$ cat config.mk
export PLATFORM = sky130hd
export DESIGN_NAME = fp16_normalize_round
export DESIGN_NICKNAME = d
export VERILOG_FILES = /design/src/rtl/fp16_pkg.sv /design/src/rtl/fp16_round_rne.sv /design/src/rtl/fp16_normalize_round.sv
export SDC_FILE = /design/constraint.sdc
export NUM_CORES = 1
export LEC_CHECK = 0
export ABC_AREA = 1
export BUFFER_PORTS_ARGS = -buffer_cell sky130_fd_sc_hd__buf_2
export CAP_MARGIN = 20
export CORE_MARGIN = 1
export CORE_UTILIZATION = 48
export CTS_CLUSTER_DIAMETER = 60
export DETAILED_ROUTE_END_ITERATION = 12
export MAX_ROUTING_LAYER = met4
export PLACE_DENSITY_LB_ADDON = 0.15
export RECOVER_POWER = 100
export SYNTH_ARGS = -nofsm -noshare
export SYNTH_HDL_FRONTEND = slang
export SYNTH_SLANG_ARGS = --single-unit
$ cat constraint.sdc
create_clock -name clk -period 2.3 [get_ports clk]
set_clock_uncertainty 0.2 [all_clocks]
set_input_delay 0.575 -clock clk [delete_from_list [all_inputs] [get_ports clk]]
set_output_delay 0.575 -clock clk [all_outputs]
set_load 0.05 [all_outputs]
$ cat src/rtl/fp16_pkg.sv
// Shared FP16 datapath definitions: field widths, special encodings and
// the result class carried from normalization into round/pack.
package fp16_pkg;

    localparam int EXP_W   = 5;
    localparam int MAN_W   = 10;
    localparam int PROD_W  = 2 * (MAN_W + 1);
    localparam int BIAS    = 15;
    localparam int EXP_MAX = 31;

    localparam logic [15:0] FP16_POS_INF = 16'h7C00;

    typedef enum logic [1:0] {
        ZERO,
        UFLOW,
        INF,
        NORMAL
    } fp_class_e;

    // Normalized, not-yet-rounded operand held between the two stages.
    typedef struct packed {
        logic             sign;
        fp_class_e        cls;
        logic [EXP_W:0]   e;
        logic [MAN_W-1:0] frac;
        logic             guard;
        logic             sticky;
    } s1_t;

endpackage

$ cat src/rtl/fp16_round_rne.sv
// Round-to-nearest-even on a normalized fraction; a carry out of the
// fraction renormalizes by bumping the exponent.
module fp16_round_rne
    import fp16_pkg::*;
(
    input  logic [MAN_W-1:0] frac_i,
    input  logic             guard_i,
    input  logic             sticky_i,
    input  logic [EXP_W:0]   e_i,
    output logic [MAN_W-1:0] frac_o,
    output logic [EXP_W:0]   e_o,
    output logic             carry_o
);

    logic           rnd;
    logic [MAN_W:0] sum;

    // NOTE: every output of a combinational block is assigned on every path,
    // so no latch can be inferred.
    always_comb begin
        rnd     = guard_i && (sticky_i || frac_i[0]);
        sum     = {1'b0, frac_i} + {{MAN_W{1'b0}}, rnd};
        carry_o = sum[MAN_W];
        frac_o  = carry_o ? '0 : sum[MAN_W-1:0];
        e_o     = e_i + {{EXP_W{1'b0}}, carry_o};
    end

endmodule

$ cat src/rtl/fp16_normalize_round.sv
// Two-stage FP16 normalize / round / pack with valid-ready on both sides.
// Stage 1 aligns the 22-bit product; stage 2 rounds RNE and packs flags.
module fp16_normalize_round
    import fp16_pkg::*;
(
    input  logic        clk,
    input  logic        rst,
    input  logic        in_valid,
    output logic        in_ready,
    input  logic        in_sign,
    input  logic [4:0]  in_exp,
    input  logic [21:0] in_prod,
    output logic        out_valid,
    input  logic        out_ready,
    output logic [15:0] out_result,
    output logic        out_overflow,
    output logic        out_underflow,
    output logic        out_inexact
);

    logic adv1, adv2;
    logic v1_q, v1_d, v2_q, v2_d;
    s1_t  s1_q, s1_d;

    logic [15:0] result_q, result_d;
    logic        ovf_q, ovf_d, ufl_q, ufl_d, inx_q, inx_d;

    logic [MAN_W-1:0] rnd_frac;
    logic [EXP_W:0]   rnd_e;
    logic             rnd_carry;

    assign adv2     = !v2_q || out_ready;
    assign adv1     = !v1_q || adv2;
    assign in_ready = adv1;

    always_comb begin
        v1_d = v1_q;
        s1_d = s1_q;
        if (adv1) v1_d = in_valid;
        if (adv1 && in_valid) begin
            s1_d.sign = in_sign;
            if (in_prod[PROD_W-1]) begin
                s1_d.frac   = in_prod[20:11];
                s1_d.guard  = in_prod[10];
                s1_d.sticky = |in_prod[9:0];
                s1_d.e      = {1'b0, in_exp} + 6'd1;
            end else begin
                s1_d.frac   = in_prod[19:10];
                s1_d.guard  = in_prod[9];
                s1_d.sticky = |in_prod[8:0];
                s1_d.e      = {1'b0, in_exp};
            end
            if (in_prod == '0)                   s1_d.cls = ZERO;
            else if (in_exp == 5'(EXP_MAX))      s1_d.cls = INF;
            else if (in_exp == '0)               s1_d.cls = UFLOW;
            else                                 s1_d.cls = NORMAL;
        end
    end

    fp16_round_rne u_round (
        .frac_i   (s1_q.frac),
        .guard_i  (s1_q.guard),
        .sticky_i (s1_q.sticky),
        .e_i      (s1_q.e),
        .frac_o   (rnd_frac),
        .e_o      (rnd_e),
        .carry_o  (rnd_carry)
    );

    always_comb begin
        v2_d     = v2_q;
        result_d = result_q;
        ovf_d    = ovf_q;
        ufl_d    = ufl_q;
        inx_d    = inx_q;
        if (adv2) v2_d = v1_q;
        if (adv2 && v1_q) begin
            ovf_d = 1'b0;
            ufl_d = 1'b0;
            inx_d = 1'b0;
            unique case (s1_q.cls)
                ZERO: result_d = {s1_q.sign, 15'h0};
                UFLOW: begin
                    result_d = {s1_q.sign, 15'h0};
                    ufl_d    = 1'b1;
                    inx_d    = 1'b1;
                end
                INF: begin
                    result_d = FP16_POS_INF | {s1_q.sign, 15'h0};
                    ovf_d    = 1'b1;
                    inx_d    = 1'b1;
                end
                default: begin
                    // rnd_carry is already folded into rnd_e.
                    if (rnd_e >= 6'(EXP_MAX)) begin
                        result_d = FP16_POS_INF | {s1_q.sign, 15'h0};
                        ovf_d    = 1'b1;
                        inx_d    = 1'b1;
                    end else begin
                        result_d = {s1_q.sign, rnd_e[EXP_W-1:0], rnd_frac};
                        inx_d    = s1_q.guard | s1_q.sticky;
                    end
                end
            endcase
        end
    end

    // NOTE: sequential state uses non-blocking assignments so every flop
    // samples pre-edge values regardless of block evaluation order.
    always_ff @(posedge clk or posedge rst) begin
        if (rst) begin
            v1_q     <= 1'b0;
            v2_q     <= 1'b0;
            result_q <= '0;
            ovf_q    <= 1'b0;
            ufl_q    <= 1'b0;
            inx_q    <= 1'b0;
        end else begin
            v1_q     <= v1_d;
            v2_q     <= v2_d;
            result_q <= result_d;
            ovf_q    <= ovf_d;
            ufl_q    <= ufl_d;
            inx_q    <= inx_d;
        end
    end

    // NOTE: the stage-1 payload is qualified by v1_q, so it needs no reset.
    always_ff @(posedge clk) begin
        s1_q <= s1_d;
    end

    assign out_valid     = v2_q;
    assign out_result    = result_q;
    assign out_overflow  = ovf_q;
    assign out_underflow = ufl_q;
    assign out_inexact   = inx_q;

    logic unused_carry;
    assign unused_carry = rnd_carry;

endmodule

==> results.toml <==
[power_and_ir_drop]
p_per_area_nw_per_um2 = 757.2
power_uw = 2188
vdd_drop_max_mv = 0.2728
leakage_uw = 0.001464

[flow_run]
maxCapViolCount = 0

[place]
io_buffers = 52
dp_slack_ps = -102.1
gp_congestion = 0.8034
hpwlAfterDp_mm = 3.290

[clock_tree]
cts_buffers = 5
htree_levels = 2
cts_hold_buf = 0
cts_root_buffer = "clkbuf_8"
cts.clk_slew.worst_paths_ps = 70
cts_tree = "built"
clockBufferDepth = 2
cts_sinks = 42
clk_latency_ps = 290

[synth]
yosys_warnings = 0
synth_ff_type = "edfxtp_1"
syn_inst = 280
syn_avg_cell_area_um2 = 8.325
async_flop_share_pct = 50.00
synth-edff-count = 21
synth_seq_area_share_pct = 49.60
synth_seq_cells = 42
syn_nets = 321
synthDistinctLibCells = 29
synth_area_um2 = 2331

[critical_path]
critPathKind = "reg2reg"
cp_max_fo = 6
critPathArrivalTime_ps = 2370
critPathLaunchType = "flip-flop"
cp-end-kind = "flip-flop"
cp.required_ps = 2320

[grt]
grt_max_degree = 23
globalRouteOverflowTotal = 0
grt_first_pass_wirelength_mm = 7.555
antenna_found_initial = 0
grt_pass1_vias = 1799
gr-usage-all-layers_pct = 19.67

[drt]
wl_per_cell_um = 10.95
wl_mm = 4.435
viasPerCell = 4.825
dr.first_iter.drc_count = 48
ant_nets = 0
vias = 1954
drt_pass1_iterations = 4
drc = 0

[sta]
setup_violations = 11
rsz0062_at_grt = "yes"
drv_slew = 0
slew_headroom_pct = 29.46
worst_pin_slew_ps = 1058
final-hold-violation-count = 0
fmax_mhz = 425.3
period_needed_ps = 2351
period_share_pct = 102.2
setup_ws_ps = -51.12

[cells_and_area]
multi_input_area_um2 = 1060
area_growth_pct = 23.99
nets = 393
antennaDiodeCount = 0
layout-drive-gt1-share_pct = 22.95
register_area_um2 = 1156
fill_cells = 388

[die]
initial_utilization_pct = 51.75
core_area_um2 = 4504
io-pin-count = 53
fp.dieH_um = 71.69
die-area_um2 = 5139
die_w_um = 71.69
rows = 24

[status]
status = "complete, but fails checks"
violations = "negative setup slack"

[hold_path]
hold_path_class = "in2reg"
## worst paths after layout
kind                                               to               start  slack (ps)  depth (start not counted)
setup reg to reg           out_result[10]$_DFFE_PP0P_   s1_q[1]$_DFFE_PP_         -50                         17
min in group asynchronous       out_valid$_DFFE_PP0P_                 rst         390                          3
setup / recovery           out_result[10]$_DFFE_PP0P_   s1_q[1]$_DFFE_PP_         -50                         17
hold / removal                     s1_q[20]$_DFFE_PP_             in_sign         260                          1
hold reg to reg            out_result[15]$_DFFE_PP0P_  s1_q[20]$_DFFE_PP_         270                          2
max in group asynchronous   out_result[7]$_DFFE_PP0P_                 rst         870                          3
## state kept, by name (all words and copies together), names as in the netlist
name,cells
s1_q,21
out_result,16
out_inexact,1
out_overflow,1
out_underflow,1
out_valid,1
v1_q,1
## cell usage after synthesis, types with 2 or more instances
master	number	share of area, %
nor2_4	2	0.97
nor2_1	17	2.7
nand4_1	7	1.9
nand2_1	90	14
nand3b_1	3	0.97
edfxtp_1	21	27
xor2_1	7	2.6
clkbuf_1	3	0.48
nor3_1	3	0.64
inv_2	4	0.64
nand3_1	14	3.0
nand2_2	5	1.3
inv_1	42	6.8
dfrtp_1	21	23
o21ai_1	5	1.1
ha_1	9	4.8
o21ai_0	14	3.0
nand2_4	2	0.97
## area by class of cell
type | instances | area share [%]
clock buffer | 8 | 3.117
tap | 52 | 2.251
sequential | 42 | 40.00
timing repair buffer | 69 | 11.99
inverter | 46 | 5.974
multi-input combinational | 188 | 36.67
## routing by layer
layer	share of wire [%]	global-route usage, %	up-vias	routed length (µm)
met3	7.1	4.641	6	313
met5	0	-	-	0
met1	46	24.77	836	2040
met2	45	30.29	72	2012
met4	1.5	8.715	0	68
li1	-	-	1040	-
## timing repair
action | 4_1_cts | 5_1_grt
setup endpoints to repair | 17 | 17
buffers inserted | 5 | 5
resized for setup | 5 | 7
cloned | 0 | 0
pin swaps | 8 | 14
## per-stage QoR
stage               area, µm²  hold slack [ps]  TNS [ps]  instances  utilization [%]
detailed placement       2728            226.7    -916.8        387            60.56
CTS                      2875            101.2    -62.20        400            63.83
finish                   2890            260.0    -256.7        405            64.17
floorplan                2366            218.4         0        280                -
global placement         2728            246.1    -24.41        387            60.56
global route             2890            247.5     -2864        405            64.17
## kinds of logic (layout without fill, tap and decap cells)
| group | after synthesis | count (layout) | share of synthesized area [%] |
|---|---|---|---|
| AND/OR/NAND/NOR | 146 | 146 | 28.23 |
| AO/OA/AOI/OAI | 26 | 26 | 6.603 |
| flip-flops | 42 | 42 | 49.60 |
| buffers and inverters | 50 | 123 | 8.105 |
| XOR/XNOR | 7 | 7 | 2.630 |
| adder cells (fa/ha/maj) | 9 | 9 | 4.831 |
## worst max-delay path, stage by stage (launching register included)
cell and delay [ps]:
edfxtp_1 410, nand2_2 100, inv_2 50, ha_4 160, nand2_4 60, nor2_4 40, nand4_1 110, inv_2 60
ha_4 170, ha_4 270, nand2_2 50, inv_2 40, nand3_2 80, nor2_4 120, nand2_2 90, nand2_4 110
nand2_4 70, nand3b_1 90
## cells in the final DEF, fill, tap and decap left out, types with 3 or more instances in the layout
cell type   n
inv_1      39
nand4_1     7
dfrtp_1    21
nand3_2     5
clkbuf_1   27
nor2_1     15
nor3_1      3
xor2_1      7
nand3_1    10
ha_4        3
nand2_1    87
nand2_4     3
clkbuf_8    6
inv_2       7
nand2_2     7
o21ai_0    14
buf_4      13
buf_2      30
nand3b_1    3
ha_1        6
o21ai_1     5
edfxtp_1   21
nor2_4      3
## where the power goes
group | internal [µW] | leakage [µW] | total (µW) | switching [µW]
Clock | 244 | 0.0000455 | 468 | 223
Sequential | 917 | 0.000459 | 988 | 70.4
Combinational | 175 | 0.000960 | 733 | 558
Total | 1340 | 0.00146 | 2190 | 851
(Power assumes the default switching activity.)
